--- src/rtl/noc_link_vc_scheduler.sv ---
// noc_link_vc_scheduler: credit-based round-robin VC link scheduler; define NOC_LINK_PACKET_LOCK_EN for wormhole packet lock
`ifndef Noc_VC_Channel
`define Noc_VC_Channel 2
`endif
module noc_link_vc_scheduler #(
  parameter int CHANNELS     = `Noc_VC_Channel,
  parameter int CREDIT_DEPTH = 4,
  parameter int VC_W         = (CHANNELS > 1) ? $clog2(CHANNELS) : 1,
  parameter int CREDIT_W     = $clog2(CREDIT_DEPTH + 1)
) (
  input  logic                noc_clk,
  input  logic                noc_rst,
  input  logic [CHANNELS-1:0] flit_valid,
  input  logic [CHANNELS-1:0] flit_tail,
  output logic [CHANNELS-1:0] flit_pop,
  input  logic [CHANNELS-1:0] credit_return,
  output logic [CHANNELS-1:0] vc_ready,
  output logic                link_valid,
  output logic [VC_W-1:0]     link_vc,
  output logic                link_tail,
  output logic                credit_overflow
);
  logic [CREDIT_W-1:0] cred [CHANNELS];
  logic [VC_W-1:0] rr_ptr, win, idx;
  logic [CHANNELS-1:0] eligible, cand, ovf_hit;
  logic grant;
`ifdef NOC_LINK_PACKET_LOCK_EN
  typedef enum logic {IDLE, LOCKED} state_t;
  state_t state;
  logic [VC_W-1:0] lock_vc;
  assign cand = (state == LOCKED) ? eligible & (CHANNELS'(1) << lock_vc) : eligible;
`else
  assign cand = eligible;
`endif
  always_comb begin
    vc_ready = '0;
    ovf_hit = '0;
    for (int v = 0; v < CHANNELS; v++) begin
      vc_ready[v] = cred[v] != '0;
      ovf_hit[v] = credit_return[v] & ~flit_pop[v] & (cred[v] == CREDIT_W'(CREDIT_DEPTH));
    end
  end
  assign eligible = flit_valid & vc_ready;
  // descending scan so the smallest offset from rr_ptr+1 wins
  always_comb begin
    grant = 1'b0;
    win = '0;
    idx = '0;
    for (int k = CHANNELS; k >= 1; k--) begin
      idx = VC_W'((int'(rr_ptr) + k) % CHANNELS);
      if (cand[idx]) begin
        grant = 1'b1;
        win = idx;
      end
    end
  end
  assign flit_pop = (grant && !noc_rst) ? CHANNELS'(1) << win : '0;
  always_ff @(posedge noc_clk) begin
    if (noc_rst) begin
      for (int v = 0; v < CHANNELS; v++) cred[v] <= CREDIT_W'(CREDIT_DEPTH);
      rr_ptr <= VC_W'(CHANNELS - 1);
      link_valid <= 1'b0;
      link_vc <= '0;
      link_tail <= 1'b0;
      credit_overflow <= 1'b0;
`ifdef NOC_LINK_PACKET_LOCK_EN
      state <= IDLE;
      lock_vc <= '0;
`endif
    end else begin
      for (int v = 0; v < CHANNELS; v++)
        if (flit_pop[v] && !credit_return[v]) cred[v] <= cred[v] - CREDIT_W'(1);
        else if (credit_return[v] && !flit_pop[v] && !ovf_hit[v]) cred[v] <= cred[v] + CREDIT_W'(1);
      credit_overflow <= credit_overflow | (|ovf_hit);
      link_valid <= grant;
      if (grant) begin
        rr_ptr <= win;
        link_vc <= win;
        link_tail <= flit_tail[win];
`ifdef NOC_LINK_PACKET_LOCK_EN
        state <= flit_tail[win] ? IDLE : LOCKED;
        lock_vc <= win;
`endif
      end
    end
  end
endmodule
--- config.mk ---
export PLATFORM = sky130hd
export DESIGN_NAME = noc_link_vc_scheduler
export DESIGN_NICKNAME = d
export VERILOG_FILES = /design/src/rtl/noc_link_vc_scheduler.sv
export SDC_FILE = /design/constraint.sdc
export NUM_CORES = 1
export LEC_CHECK = 0
export CORE_MARGIN = 5
export CORE_UTILIZATION = 43
export DETAILED_ROUTE_END_ITERATION = 10
export MAX_ROUTING_LAYER = met4
export PLACE_DENSITY = 0.72
export SYNTH_ARGS = -nofsm -noshare
export SYNTH_HDL_FRONTEND = slang
export SYNTH_SLANG_ARGS = --single-unit
--- constraint.sdc ---
create_clock -name noc_clk -period 2.3 [get_ports noc_clk]
set_input_delay 0.46 -clock noc_clk [delete_from_list [all_inputs] [get_ports noc_clk]]
set_output_delay 0.46 -clock noc_clk [all_outputs]
set_load 0.02 [all_outputs]
## Yosys cells after proc, flatten, opt, wreduce, memory -nomap -nowiden

Memories as Yosys holds them, arrays and structs flattened.
Cells that the tools add are included.

- Logic and storage cells: 78
- Input port bits: 8
- Output and inout bits: 8
- Memory bits (writable): 6
- ROM bits: 0
- Flip-flop bits (word level): 5
- Memories kept: 1
- Latch bits: 0

Memories:

| memory | depth | width | rd ports | clocked after memory_dff | wr ports | line | source |
|---|---|---|---|---|---|---|---|
| cred | 2 | 3 | 2 | 0 | 2 | 23 | `logic [CREDIT_W-1:0] cred [CHANNELS];` |

- Multiplexer cells: 31
- Eq/ne operators: 2
- Order comparisons: 3
- Bitwise logic cells: 12
- Reductions and logical operators: 17
- Shift-type cells: 1
- Multiply operators: 0
- Add/sub/neg operators: 6
- Divide/modulo/power cells: 0

Operators with widths:

| cell | number |
|---|---|
| 1-bit 2-to-1 mux | 26 |
| 3-bit 2-to-1 mux | 4 |
| 1-bit logical AND | 7 |
| 1-bit logical NOT | 7 |
| 3-bit by 1-bit adder with 3-bit output (second input constant) | 2 |
| 3-bit == test (second input constant) | 2 |
| 1-bit by 2-bit < comparator with 1-bit output (second input constant) | 3 |
| 3-bit nonzero test | 2 |
| 3-bit by 1-bit subtractor with 3-bit output (second input constant) | 2 |
| 1-bit bitwise OR | 5 |
| 1-bit bitwise AND | 4 |
| 1-bit adder (second input constant) | 2 |
| 2-bit bitwise AND | 1 |
| 2-bit 2-to-1 mux | 1 |
| 1-bit inverter | 2 |
| 2-bit OR reduction | 1 |
| 1-bit by 1-bit << shifter with 2-bit output (first input constant) | 1 |

## Depth between registers and ports, before layout

Gate-level depths: netlist (run 1).

- Depth after elaboration: 18
- Depth in mapped cells: 9
- Mapped depth without buffers: 9

## Worst setup path before layout (run 1)

Ideal clock, no wire load.

- Kind: register to register
- From: memory cred[0][1] in the netlist's numbering
- To: memory cred[0][2] in the netlist's numbering (data pin)
- Library setup time: 0.259 ns
- Required time: 2.041 ns
- Buffers on the path: 0
- Cell stages (with the launch flop): 8
- Arrival: 2.018 ns
- Clock period less this slack: 2.277 ns
- Slack: 0.023 ns
- Cells stage by stage: edfxtp_1 > o31ai_4 > o21bai_1 > nand4b_1 > fa_1 > xor2_1 > xnor2_1 > nand2_1

RTL lines:

| item | line |
|---|---|
| start, declared | 23 |

## Worst setup path in the final report (run 1)

- From: input port flit_valid[0]
- To: output port flit_pop[1]

- Longest elaborated chain between the ends: 7
- Elaborated cells between the ends (all ways): 12
- Classes of those cells: 1 x shift; 9 x mux; 1 x bitwise; 1 x reduce/logical

RTL lines:

| item | line | source |
|---|---|---|
| start, declared | 13 | `input logic [CHANNELS-1:0] flit_valid,` |
| 2-bit bitwise AND (*) | 43 | `assign eligible = flit_valid & vc_ready;` |
| 1-bit 2-to-1 mux (not written as such) (2 in a row) | 51 | `if (cand[idx]) begin` |
| 1-bit 2-to-1 mux (2 in a row) | 51 |  |
| 1-bit by 1-bit << shifter with 2-bit output or 1-bit logical AND (tied branches) | 57 | `assign flit_pop = (grant && !noc_rst) ? CHANNELS'(1) << win : '0;` |
| 2-bit 2-to-1 mux (*) | 57 |  |
| end, declared | 15 | `output logic [CHANNELS-1:0] flit_pop,` |

Mark *: on every way between the ends. The rest lies on a longest branch, timed or not. The select of a mux whose other input is x is not followed.

==> out/summary.json, run 1 <==
{
  "maximum_number_of_pins_on_one_net_before_global_route_repair": {"value": 10},
  "grt-ovfl-total": {"value": 0},
  "result_of_the_run": {"value": "finished, final reports clean"},
  "swShare": {"value": 35.8, "unit": "%"},
  "internal_power_contribution": {"value": 517, "unit": "uW"},
  "clkSlewWorstSetupHoldPaths": {"value": 0.08, "unit": "ns"},
  "half_perimeter_wire_length_after_detailed_placement": {"value": 1.28, "unit": "mm"},
  "critPathCaptureType": {"value": "output port"},
  "worstSetupEndpoint": {"value": "flit_pop[1]"},
  "cts.hold.buffers_added": {"value": 0},
  "layout_worst_path_cycle_share": {"value": 96.8, "unit": "%"},
  "holdCritStartpoint": {"value": "link_vc"},
  "floorplan.io_pins": {"value": 16},
  "wl_met2": {"value": 791, "unit": "um"},
  "dr.max_layer_used": {"value": "met4"},
  "drc": {"value": 0},
  "largest_stage_delay_worst_path": {"value": 0.53, "unit": "ns"},
  "clkLatencyLatePin": {"value": 0.27, "unit": "ns"},
  "power.net_switching": {"value": 289, "unit": "uW"},
  "clock.fmax": {"value": 449, "unit": "MHz"},
  "die_y": {"value": 51.2, "unit": "um"},
  "mappedNetlistNets": {"value": 81},
  "syn-mean-instance-area": {"value": 10.6, "unit": "um^2"},
  "drt-met1-wl": {"value": 757, "unit": "um"},
  "fillCellCount": {"value": 117},
  "power_per_cell_area": {"value": 774, "unit": "mW/mm^2"},
  "synth.area.top_cells": {"value": "sky130_fd_sc_hd__edfxtp_1 (25%), sky130_fd_sc_hd__dfxtp_1 (14%), sky130_fd_sc_hd__ha_1 (5.2%)"},
  "areaGrowthSynthToFinish": {"value": 43.0, "unit": "%"},
  "fin_nets": {"value": 116},
  "yosys_register_bits": {"value": 11},
  "clock_tree.htree_level_count": {"value": 1},
  "first_element_of_the_critical_path": {"value": "flit_valid[0]"},
  "synth_top_area_cell": {"value": "sky130_fd_sc_hd__edfxtp_1"},
  "detailedPlace.worstSlack": {"value": -0.213, "unit": "ns"},
  "cp_slowest_cell": {"value": "sky130_fd_sc_hd__clkdlybuf4s50_1"},
  "utilization": {"value": 66.8, "unit": "%"},
  "die_width": {"value": 51.2, "unit": "um"},
  "start_util": {"value": 46.7, "unit": "%"},
  "globalplace.congestion": {"value": 0.775},
  "grt_first_pass_wirelength": {"value": 2.81, "unit": "mm"},
  "drt_iter0_markers": {"value": 14},
  "vias": {"value": 664},
  "slew_headroom": {"value": 81.6, "unit": "%"},
  "report.final.hold_viol_count": {"value": 0},
  "die_area": {"value": 0.00262, "unit": "mm^2"},
  "hold_path.class": {"value": "register to register"},
  "core_region_area": {"value": 0.00156, "unit": "mm^2"},
  "drive_above_1_share": {"value": 33.0, "unit": "%"},
  "timing.critical_path.required": {"value": 1.84, "unit": "ns"},
  "ctsLongestPathBuffers": {"value": 2},
  "leakage": {"value": 0.414, "unit": "nW"},
  "yosysWarnings": {"value": 0},
  "wl_per_cell": {"value": 13.9, "unit": "um"},
  "critPathMaxFanout": {"value": 6},
  "power.combinational.fraction": {"value": 47.4, "unit": "%"},
  "setup_ws": {"value": 0.0739, "unit": "ns"},
  "clockRootBuffer": {"value": "sky130_fd_sc_hd__clkbuf_4"},
  "routed_wl": {"value": 1.65, "unit": "mm"},
  "holdPathStages": {"value": 2},
  "min_period": {"value": 2.23, "unit": "ns"},
  "cp_cell_sequence": {"value": "clkdlybuf4s50_1 > o31ai_4 > buf_4 > o211ai_4 > nor2_1 > clkdlybuf4s15_1"},
  "setup.worst_path.start_class": {"value": "input port"},
  "skew": {"value": 0.00468, "unit": "ns"},
  "reg2reg_slack": {"value": 0.11, "unit": "ns"},
  "power.share.clock": {"value": 16.9, "unit": "%"},
  "drt_first_pass_iters": {"value": 4},
  "synth-main-ff-cell": {"value": "sky130_fd_sc_hd__edfxtp_1"},
  "clock_sinks": {"value": 11},
  "finalMaxSlewViolations": {"value": 0},
  "final-seq-area": {"value": 280, "unit": "um^2"},
  "first_global_vias": {"value": 617},
  "clock_tree_from_tritoncts": {"value": "built"},
  "crit_type": {"value": "input port to output port"},
  "cts_inserted_buffers": {"value": 3},
  "synth.yosys.seq_area_share": {"value": 38.5, "unit": "%"},
  "p_seq_share": {"value": 35.8, "unit": "%"},
  "postSynth.asyncResetShare": {"value": 0, "unit": "%"},
  "area_of_the_multi_input_gates": {"value": 433, "unit": "um^2"},
  "grt_antenna_before_repair": {"value": 0},
  "wl_met3": {"value": 88, "unit": "um"},
  "post_synth_num_cell_types": {"value": 39},
  "worstReg2RegStart": {"value": "cred[1][0]"},
  "synth_top_cell_area_share": {"value": 24.7, "unit": "%"},
  "drv.max_cap_violation_count": {"value": 0},
  "grt_setup_unrepaired": {"value": "false"},
  "timing.rr.end": {"value": "cred[0][2]"},
  "vias_per_cell": {"value": 5.58},
  "post_syn_instances": {"value": 69},
  "grt_usage": {"value": 14.9, "unit": "%"},
  "worst-r2r-cell-count": {"value": 9},
  "cp.arrival": {"value": 1.77, "unit": "ns"},
  "worst_ir_drop_vdd": {"value": 0.428, "unit": "mV"},
  "ant_nets": {"value": 0},
  "tightestPinTransition": {"value": 0.275, "unit": "ns"},
  "edff_count_synth": {"value": 6},
  "buffer_ports.inserted": {"value": 15},
  "netlist_area": {"value": 728, "unit": "um^2"},
  "finalSetupViolCount": {"value": 0},
  "final.hold.worst_slack": {"value": 0.461, "unit": "ns"},
  "ant_diodes": {"value": 0},
  "placementRows": {"value": 14}
}
[what timing repair did]
item                       in CTS  in global routing
resized for setup               3                  5
setup buffers                   0                  1
setup endpoints to repair       3                  4
[placed cells by master, fill, tap and decap left out, types with 2 or more instances in the layout]
master / Yosys / final
sky130_fd_sc_hd__a21oi_1: 3 / 3
sky130_fd_sc_hd__buf_4: 0 / 16
sky130_fd_sc_hd__clkbuf_4: 0 / 3
sky130_fd_sc_hd__clkdlybuf4s50_1: 0 / 11
sky130_fd_sc_hd__dfxtp_1: 5 / 5
sky130_fd_sc_hd__edfxtp_1: 6 / 6
sky130_fd_sc_hd__ha_1: 3 / 3
sky130_fd_sc_hd__inv_1: 3 / 3
sky130_fd_sc_hd__nand2_1: 6 / 6
sky130_fd_sc_hd__nand2b_1: 2 / 2
sky130_fd_sc_hd__nand4_1: 2 / 2
sky130_fd_sc_hd__nor2_1: 6 / 6
sky130_fd_sc_hd__or3_2: 2 / 2
sky130_fd_sc_hd__xnor2_1: 2 / 2
sky130_fd_sc_hd__xor2_1: 2 / 2
[critical path, delay by kind of cell]
kind	cells	cell delay (ns)
AO/OA/AOI/OAI	2	0.25
buffers and inverters	3	0.99
AND/OR/NAND/NOR	1	0.06
[cell usage after synthesis, drive strengths merged, types with 2 or more instances]
| master | number |
|---|---|
| xor2 | 2 |
| a31oi | 2 |
| and2 | 2 |
| nand2b | 2 |
| edfxtp | 6 |
| dfxtp | 5 |
| xnor2 | 2 |
| nand4 | 2 |
| nand2 | 6 |
| a21oi | 4 |
| or3 | 2 |
| inv | 4 |
| ha | 3 |
| nor2b | 2 |
| nor2 | 6 |
[metrics by stage]
stage                     power [mW]  std cells  instance area [um^2]  setup TNS, ns
after floorplan                0.518         69                   728              0
after global placement         0.664        114                  1010         -0.612
after detailed placement       0.672        114                  1010         -0.781
after CTS                      0.809        118                  1030              0
after global routing           0.870        119                  1040              0
final                          0.806        119                  1040              0
[power groups by stage]
| stage | Sequential (mW) | Clock, mW | Combinational [mW] |
|---|---|---|---|
| finish | 0.288 | 0.136 | 0.382 |
| CTS | 0.289 | 0.142 | 0.378 |
| global placement | 0.293 | 0 | 0.371 |
| floorplan | 0.310 | 0 | 0.209 |
| global route | 0.294 | 0.157 | 0.419 |
| detailed placement | 0.293 | 0 | 0.379 |
[cells by family (layout without fill, tap and decap cells)]
family                     after synthesis  after routing  synth area share, %
and+or+nand+nor                         28             28                 22.7
AOI/OAI and AO/OA                       17             17                 23.5
DFF                                     11             11                 38.5
buffers and inverters                    5             39                 2.58
adders and majority gates                4              4                 7.90
xor gates and xnor gates                 4              4                 4.81
[layer usage]
metal | global-route usage, % | vias up
met5 | - | -
li1 | - | 329
met2 | 23.4 | 23
met3 | 2.62 | 2
met4 | 6.73 | 0
met1 | 18.6 | 310
[registers in the layout (all words and copies together) (netlist names)]
signal           cells
rr_ptr               1
cred                 6
link_valid           1
link_tail            1
credit_overflow      1
link_vc              1
[worst min path at each step]
| stage | endpoint | slack [ns] |
|---|---|---|
| 3_3_place_gp | link_vc | 0.46 |
| 4_1_cts | link_vc | 0.46 |
| 5_1_grt | link_vc | 0.51 |
| 3_5_place_dp | link_vc | 0.45 |
| 6_report | link_vc | 0.46 |
| 2_1_floorplan | rr_ptr | 0.45 |
[area by class of cell]
cell class	instances	area share (%)
Timing Repair Buffer	31	25.6
Multi-Input combinational cell	53	41.6
Clock buffer	4	2.52
Sequential cell	11	26.9
Tap cell	16	1.92
Inverter	4	1.44
No activity file was read; power rests on OpenSTA's default activity.
==> inputs of run 2 (changes only) <==
--- a/config.mk
+++ b/config.mk
@@ -6,10 +6,11 @@
 export NUM_CORES = 1
 export LEC_CHECK = 0
 export CORE_MARGIN = 5
-export CORE_UTILIZATION = 43
+export CORE_UTILIZATION = 52
 export DETAILED_ROUTE_END_ITERATION = 10
+export GPL_TIMING_DRIVEN = 0
 export MAX_ROUTING_LAYER = met4
-export PLACE_DENSITY = 0.72
+export PLACE_DENSITY = 0.82
 export SYNTH_ARGS = -nofsm -noshare
 export SYNTH_HDL_FRONTEND = slang
 export SYNTH_SLANG_ARGS = --single-unit
==> constraint.sdc (replaced) <==
create_clock -name noc_clk -period 2.85 [get_ports noc_clk]
set_input_delay 0.57 -clock noc_clk [delete_from_list [all_inputs] [get_ports noc_clk]]
set_output_delay 0.57 -clock noc_clk [all_outputs]
set_load 0.02 [all_outputs]
==> run 2 against run 1 <==
Wire length fell by 14%; sequential share of layout area grew 3.3 points; cell area fell by 11%; critical path type unchanged.
==> out/summary.json, run 2 (same netlist as run 1, synthesis figures left out) <==
{
  "ctsResizeCount": {"value": 0},
  "vias_per_cell": {"value": 5.48},
  "drt_iter0_markers": {"value": 6},
  "fin_setup_tns": {"value": 0, "unit": "ns"},
  "clock_tree_from_tritoncts": {"value": "built"},
  "grt_setup_unrepaired": {"value": "false"},
  "critPathCaptureType": {"value": "output port"},
  "drv.max_cap_violation_count": {"value": 0},
  "placed_cell_area": {"value": 897, "unit": "um^2"},
  "grt_usage": {"value": 14.8, "unit": "%"},
  "vias": {"value": 564},
  "post_cts.repair.setup_buffers": {"value": 0},
  "skew": {"value": 0.000321, "unit": "ns"},
  "die_y": {"value": 47.4, "unit": "um"},
  "power_per_cell_area": {"value": 645, "unit": "mW/mm^2"},
  "worst-r2r-cell-count": {"value": 7},
  "result_of_the_run": {"value": "finished, final reports clean"},
  "clockRootBuffer": {"value": "sky130_fd_sc_hd__clkbuf_4"},
  "setup_ws": {"value": 0.117, "unit": "ns"},
  "clkSlewWorstSetupHoldPaths": {"value": 0.07, "unit": "ns"},
  "clock_sinks": {"value": 11},
  "mostFrequentLayoutCells": {"value": "sky130_fd_sc_hd__clkdlybuf4s50_1 (14), sky130_fd_sc_hd__nor2_1 (6), sky130_fd_sc_hd__nand2_1 (6), sky130_fd_sc_hd__edfxtp_1 (6), sky130_fd_sc_hd__dfxtp_1 (5)"},
  "tightestPinTransition": {"value": 0.453, "unit": "ns"},
  "setup.worst_path.start_class": {"value": "input port"},
  "layout_worst_path_cycle_share": {"value": 95.9, "unit": "%"},
  "globalplace.congestion": {"value": 0.767},
  "timing.critical_path.required": {"value": 2.28, "unit": "ns"},
  "cts_inserted_buffers": {"value": 3},
  "clock.fmax": {"value": 366, "unit": "MHz"},
  "ant_diodes": {"value": 0},
  "leakage": {"value": 0.351, "unit": "nW"},
  "grt-ovfl-total": {"value": 0},
  "register_bank_with_the_most_flops": {"value": "cred"},
  "largest_reg_flops": {"value": 6},
  "ctsLongestPathBuffers": {"value": 2},
  "crit_type": {"value": "input port to output port"},
  "cts.hold.buffers_added": {"value": 0},
  "die_area": {"value": 0.00225, "unit": "mm^2"},
  "half_perimeter_wire_length_after_detailed_placement": {"value": 1.07, "unit": "mm"},
  "hold_path.class": {"value": "register to register"},
  "cp.arrival": {"value": 2.16, "unit": "ns"},
  "report.final.hold_viol_count": {"value": 0},
  "drc": {"value": 0},
  "min_period": {"value": 2.73, "unit": "ns"},
  "worst_ir_drop_vdd": {"value": 0.346, "unit": "mV"},
  "holdPathStages": {"value": 2},
  "slew_headroom": {"value": 69.8, "unit": "%"},
  "start_util": {"value": 55.3, "unit": "%"},
  "die_width": {"value": 47.4, "unit": "um"},
  "maximum_number_of_pins_on_one_net_before_global_route_repair": {"value": 11},
  "buffer_ports.inserted": {"value": 15},
  "routed_wl": {"value": 1.42, "unit": "mm"},
  "finalMaxSlewViolations": {"value": 0},
  "grt_first_pass_wirelength": {"value": 2.23, "unit": "mm"},
  "placementRows": {"value": 13},
  "finalSetupViolCount": {"value": 0},
  "critPathMaxFanout": {"value": 10},
  "final.hold.worst_slack": {"value": 0.453, "unit": "ns"},
  "wl_per_cell": {"value": 13.8, "unit": "um"},
  "clock_tree.htree_level_count": {"value": 1},
  "grt_antenna_before_repair": {"value": 0},
  "core_region_area": {"value": 0.00132, "unit": "mm^2"},
  "first_global_vias": {"value": 557},
  "areaGrowthSynthToFinish": {"value": 27.1, "unit": "%"},
  "floorplan.io_pins": {"value": 16},
  "drt_first_pass_iters": {"value": 4},
  "fin_area": {"value": 926, "unit": "um^2"},
  "clkLatencyLatePin": {"value": 0.27, "unit": "ns"},
  "ant_nets": {"value": 0},
  "fin_nets": {"value": 101},
  "drive_above_1_share": {"value": 18.2, "unit": "%"},
  "mostFrequentLayoutCell": {"value": "sky130_fd_sc_hd__clkdlybuf4s50_1"},
  "detailedPlace.worstSlack": {"value": 0.0460, "unit": "ns"}
}
-- run 2: changes by cell type in the layout (fill, tap and decap cells not counted), sizes merged --
cell	delta
buf	-16
clkdlybuf4s15	-1
clkdlybuf4s50	+3
dlygate4sd2	-1
-- run 2: per-layer routing --
metal,up-vias,global-route usage (%),wire (um)
met1,258,17.5,671
met3,2,3.38,64
li1,292,-,-
met2,12,24.3,679
met4,0,5.52,8
met5,-,-,0
-- run 2: final timing paths --
path	startpoint	slack (ns)	endpoint
hold / removal	link_vc	0.45	link_vc
setup / recovery	noc_rst	0.12	flit_pop[1]
setup reg to reg	cred[0][1]	0.30	cred[0][2]
hold reg to reg	link_vc	0.45	link_vc
-- run 2: cell type report --
cell class | instances | area (um^2)
plain buffers | 1 | 3.75
clock buffers | 4 | 26.3
fillers | 99 | 392
inverters | 4 | 15.0
multi-input cells | 53 | 429
flip-flops and latches | 11 | 280
well taps | 15 | 18.8
repair buffers | 15 | 153
-- run 2: worst max-delay path, stage by stage --
cell	delay, ns
sky130_fd_sc_hd__clkdlybuf4s50_1	0.55
sky130_fd_sc_hd__clkbuf_1	0.39
sky130_fd_sc_hd__nor2_1	0.09
sky130_fd_sc_hd__clkdlybuf4s50_1	0.55
-- run 2: power breakdown --
part	internal [mW]	switching, mW
clock	0.0542	0.0521
sequential	0.206	0.0369
combinational	0.119	0.128
-- run 2: through the flow --
| stage | utilization, % | power (mW) | instances |
|---|---|---|---|
| 6_report | 70.3 | 0.597 | 103 |
| 5_1_grt | 70.3 | 0.637 | 103 |
| 4_1_cts | 70.1 | 0.601 | 103 |
| 3_5_place_dp | 68.1 | 0.493 | 99 |
| 3_3_place_gp | 68.1 | 0.485 | 99 |
| 2_1_floorplan | - | 0.418 | 69 |
==> inputs of run 3 (changes only) <==
--- a/config.mk
+++ b/config.mk
@@ -5,7 +5,6 @@
 export SDC_FILE = /design/constraint.sdc
 export NUM_CORES = 1
 export LEC_CHECK = 0
-export CORE_MARGIN = 5
 export CORE_UTILIZATION = 52
 export DETAILED_ROUTE_END_ITERATION = 10
 export GPL_TIMING_DRIVEN = 0
==> run 3 against run 2 <==
First-iteration DRC count increased to 2.8 times the previous value; highest routed layer unchanged; largest power group unchanged; utilization grew 1.6 points; via count rose by 8.2%; combinational power grew 4%; cell area increased by 0.95%; critical path depth rose by 1.
==> out/summary.json, run 3 (same netlist as run 1, synthesis figures left out) <==
{
  "critical-path-top-delay-family": {"value": "buffers and inverters"},
  "floorplan.io_pins": {"value": 16},
  "grt_antenna_before_repair": {"value": 0},
  "critPathBufInv": {"value": 2},
  "maximum_number_of_pins_on_one_net_before_global_route_repair": {"value": 11},
  "placementRows": {"value": 13},
  "register_bank_with_the_most_flops": {"value": "cred"},
  "cp_slowest_cell": {"value": "sky130_fd_sc_hd__clkdlybuf4s50_1"},
  "drc": {"value": 0},
  "ant_diodes": {"value": 0},
  "clock.fmax": {"value": 365, "unit": "MHz"},
  "buffer_ports.inserted": {"value": 15},
  "clkLatencyLatePin": {"value": 0.26, "unit": "ns"},
  "die_y": {"value": 39.4, "unit": "um"},
  "power.net_switching": {"value": 225, "unit": "uW"},
  "die_width": {"value": 39.4, "unit": "um"},
  "die_area": {"value": 0.00155, "unit": "mm^2"},
  "critPathCaptureType": {"value": "output port"},
  "vias": {"value": 610},
  "drive_above_1_share": {"value": 20.2, "unit": "%"},
  "largest_stage_delay_worst_path": {"value": 0.61, "unit": "ns"},
  "power.combinational.fraction": {"value": 42.2, "unit": "%"},
  "first_element_of_the_critical_path": {"value": "flit_valid[0]"},
  "mostFrequentLayoutCells": {"value": "sky130_fd_sc_hd__clkdlybuf4s50_1 (15), sky130_fd_sc_hd__nor2_1 (6), sky130_fd_sc_hd__nand2_1 (6), sky130_fd_sc_hd__edfxtp_1 (6), sky130_fd_sc_hd__dfxtp_1 (5)"},
  "critPathMaxFanout": {"value": 4},
  "vias_per_cell": {"value": 5.87},
  "fin_area": {"value": 935, "unit": "um^2"},
  "min_period": {"value": 2.74, "unit": "ns"},
  "wl_per_cell": {"value": 14.6, "unit": "um"},
  "half_perimeter_wire_length_after_detailed_placement": {"value": 1.11, "unit": "mm"},
  "ctsLongestPathBuffers": {"value": 2},
  "slew_headroom": {"value": 71.5, "unit": "%"},
  "finalSetupViolCount": {"value": 0},
  "layout_worst_path_cycle_share": {"value": 96.1, "unit": "%"},
  "power.share.clock": {"value": 17.4, "unit": "%"},
  "worstReg2RegStart": {"value": "cred[1][0]"},
  "drt_first_pass_iters": {"value": 4},
  "cp.arrival": {"value": 2.17, "unit": "ns"},
  "drt_iter0_markers": {"value": 17},
  "drv.max_cap_violation_count": {"value": 0},
  "mostFrequentLayoutCell": {"value": "sky130_fd_sc_hd__clkdlybuf4s50_1"},
  "globalplace.congestion": {"value": 0.800},
  "result_of_the_run": {"value": "finished, final reports clean"},
  "swShare": {"value": 37.0, "unit": "%"},
  "clockRootBuffer": {"value": "sky130_fd_sc_hd__clkbuf_4"},
  "setup.worst_path.start_class": {"value": "input port"},
  "first_global_vias": {"value": 536},
  "leakage": {"value": 0.343, "unit": "nW"},
  "fin_nets": {"value": 102},
  "grt_usage": {"value": 22.7, "unit": "%"},
  "fin_setup_tns": {"value": 0, "unit": "ns"},
  "placed_cell_area": {"value": 897, "unit": "um^2"},
  "clkSlewWorstSetupHoldPaths": {"value": 0.07, "unit": "ns"},
  "timing.critical_path.required": {"value": 2.28, "unit": "ns"},
  "largest_reg_flops": {"value": 6},
  "clock_tree_from_tritoncts": {"value": "built"},
  "internal_power_contribution": {"value": 384, "unit": "uW"},
  "areaGrowthSynthToFinish": {"value": 28.4, "unit": "%"},
  "worst_ir_drop_vdd": {"value": 0.325, "unit": "mV"},
  "hold_path.class": {"value": "register to register"},
  "skew": {"value": 0.00258, "unit": "ns"},
  "power_per_cell_area": {"value": 651, "unit": "mW/mm^2"},
  "tightestPinTransition": {"value": 0.427, "unit": "ns"},
  "cp_cell_sequence": {"value": "clkdlybuf4s50_1 > o31ai_4 > o21bai_2 > nor2_1 > clkdlybuf4s50_1"},
  "grt_first_pass_wirelength": {"value": 2.30, "unit": "mm"},
  "crit_top_cell": {"value": "sky130_fd_sc_hd__clkdlybuf4s50_1"},
  "clock_tree.htree_level_count": {"value": 1},
  "clock_sinks": {"value": 11},
  "holdCritStartpoint": {"value": "link_vc"},
  "core_region_area": {"value": 0.00130, "unit": "mm^2"},
  "ant_nets": {"value": 0},
  "report.final.hold_viol_count": {"value": 0},
  "start_util": {"value": 56.0, "unit": "%"},
  "finalMaxSlewViolations": {"value": 0},
  "crit_type": {"value": "input port to output port"},
  "grt_setup_unrepaired": {"value": "false"},
  "p_seq_share": {"value": 40.4, "unit": "%"},
  "cts_inserted_buffers": {"value": 3},
  "grt-ovfl-total": {"value": 0},
  "routed_wl": {"value": 1.52, "unit": "mm"}
}
run 3: cell types whose count changed in the layout (fill, tap and decap cells not counted):
cell,change
sky130_fd_sc_hd__o21bai_1,-1
sky130_fd_sc_hd__buf_4,+1
sky130_fd_sc_hd__o21bai_2,+1
sky130_fd_sc_hd__clkdlybuf4s50_1,+1
sky130_fd_sc_hd__dlymetal6s2s_1,-1
run 3: power groups by stage:
stage	Clock (mW)	Sequential, mW	Combinational, mW
after global placement	0	0.245	0.241
final	0.106	0.246	0.257
after CTS	0.105	0.246	0.252
after detailed placement	0	0.249	0.249
after floorplan	0	0.250	0.169
after global routing	0.113	0.250	0.279
run 3: area by class of cell:
class,instances,area [um^2]
Timing Repair Buffer,16,158
Buffer,1,3.75
Sequential cell,11,280
Inverter,4,15.0
Clock buffer,4,26.3
Multi-Input combinational cell,53,433
Fill cell,103,367
Tap cell,15,18.8
run 3: layer usage:
| metal | up-vias | part of all wire (%) | global-route usage [%] |
|---|---|---|---|
| met1 | 291 | 42 | 26.9 |
| met4 | 0 | 0.72 | 7.76 |
| met3 | 2 | 4.9 | 3.41 |
| met2 | 20 | 52 | 38.9 |
| li1 | 297 | - | - |
| met5 | - | 0 | - |
run 3: worst register-to-register path, cell delays in order, from the launching register on:
cell and delay, ns:
sky130_fd_sc_hd__edfxtp_1 0.41, sky130_fd_sc_hd__inv_1 0.08, sky130_fd_sc_hd__ha_1 0.24, sky130_fd_sc_hd__nor2b_4 0.16, sky130_fd_sc_hd__o21bai_2 0.23, sky130_fd_sc_hd__nand4b_1 0.20, sky130_fd_sc_hd__fa_1 0.41, sky130_fd_sc_hd__xor2_1 0.16
sky130_fd_sc_hd__xnor2_1 0.14, sky130_fd_sc_hd__nand2_1 0.06
run 3: timing repair:
action,4_1_cts,5_1_grt
setup buffers,0,1
gates resized for setup,0,1
hold endpoints to repair,0,0
setup endpoints to repair,0,2
hold buffers,0,0
run 3: stage by stage:
step / power, mW / hold WS [ns] / utilization [%] / setup WS (ns) / cells
final: 0.609 / 0.459 / 71.8 / 0.112 / 104
after global routing: 0.643 / 0.476 / 71.8 / 0.0115 / 104
after CTS: 0.603 / 0.462 / 71.0 / 0.0753 / 103
after detailed placement: 0.498 / 0.453 / 68.9 / 0.0113 / 99
after global placement: 0.486 / 0.444 / 68.9 / 0.0590 / 99
after floorplan: 0.418 / 0.453 / - / 0.573 / 69
run 3: path summary, 6_finish.rpt:
kind              slack (ns)  cells past startpoint           to
setup / recovery        0.11                      5  flit_pop[0]
hold / removal          0.46                      2      link_vc
setup reg to reg        0.49                      9   cred[0][2]
hold reg to reg         0.46                      2      link_vc
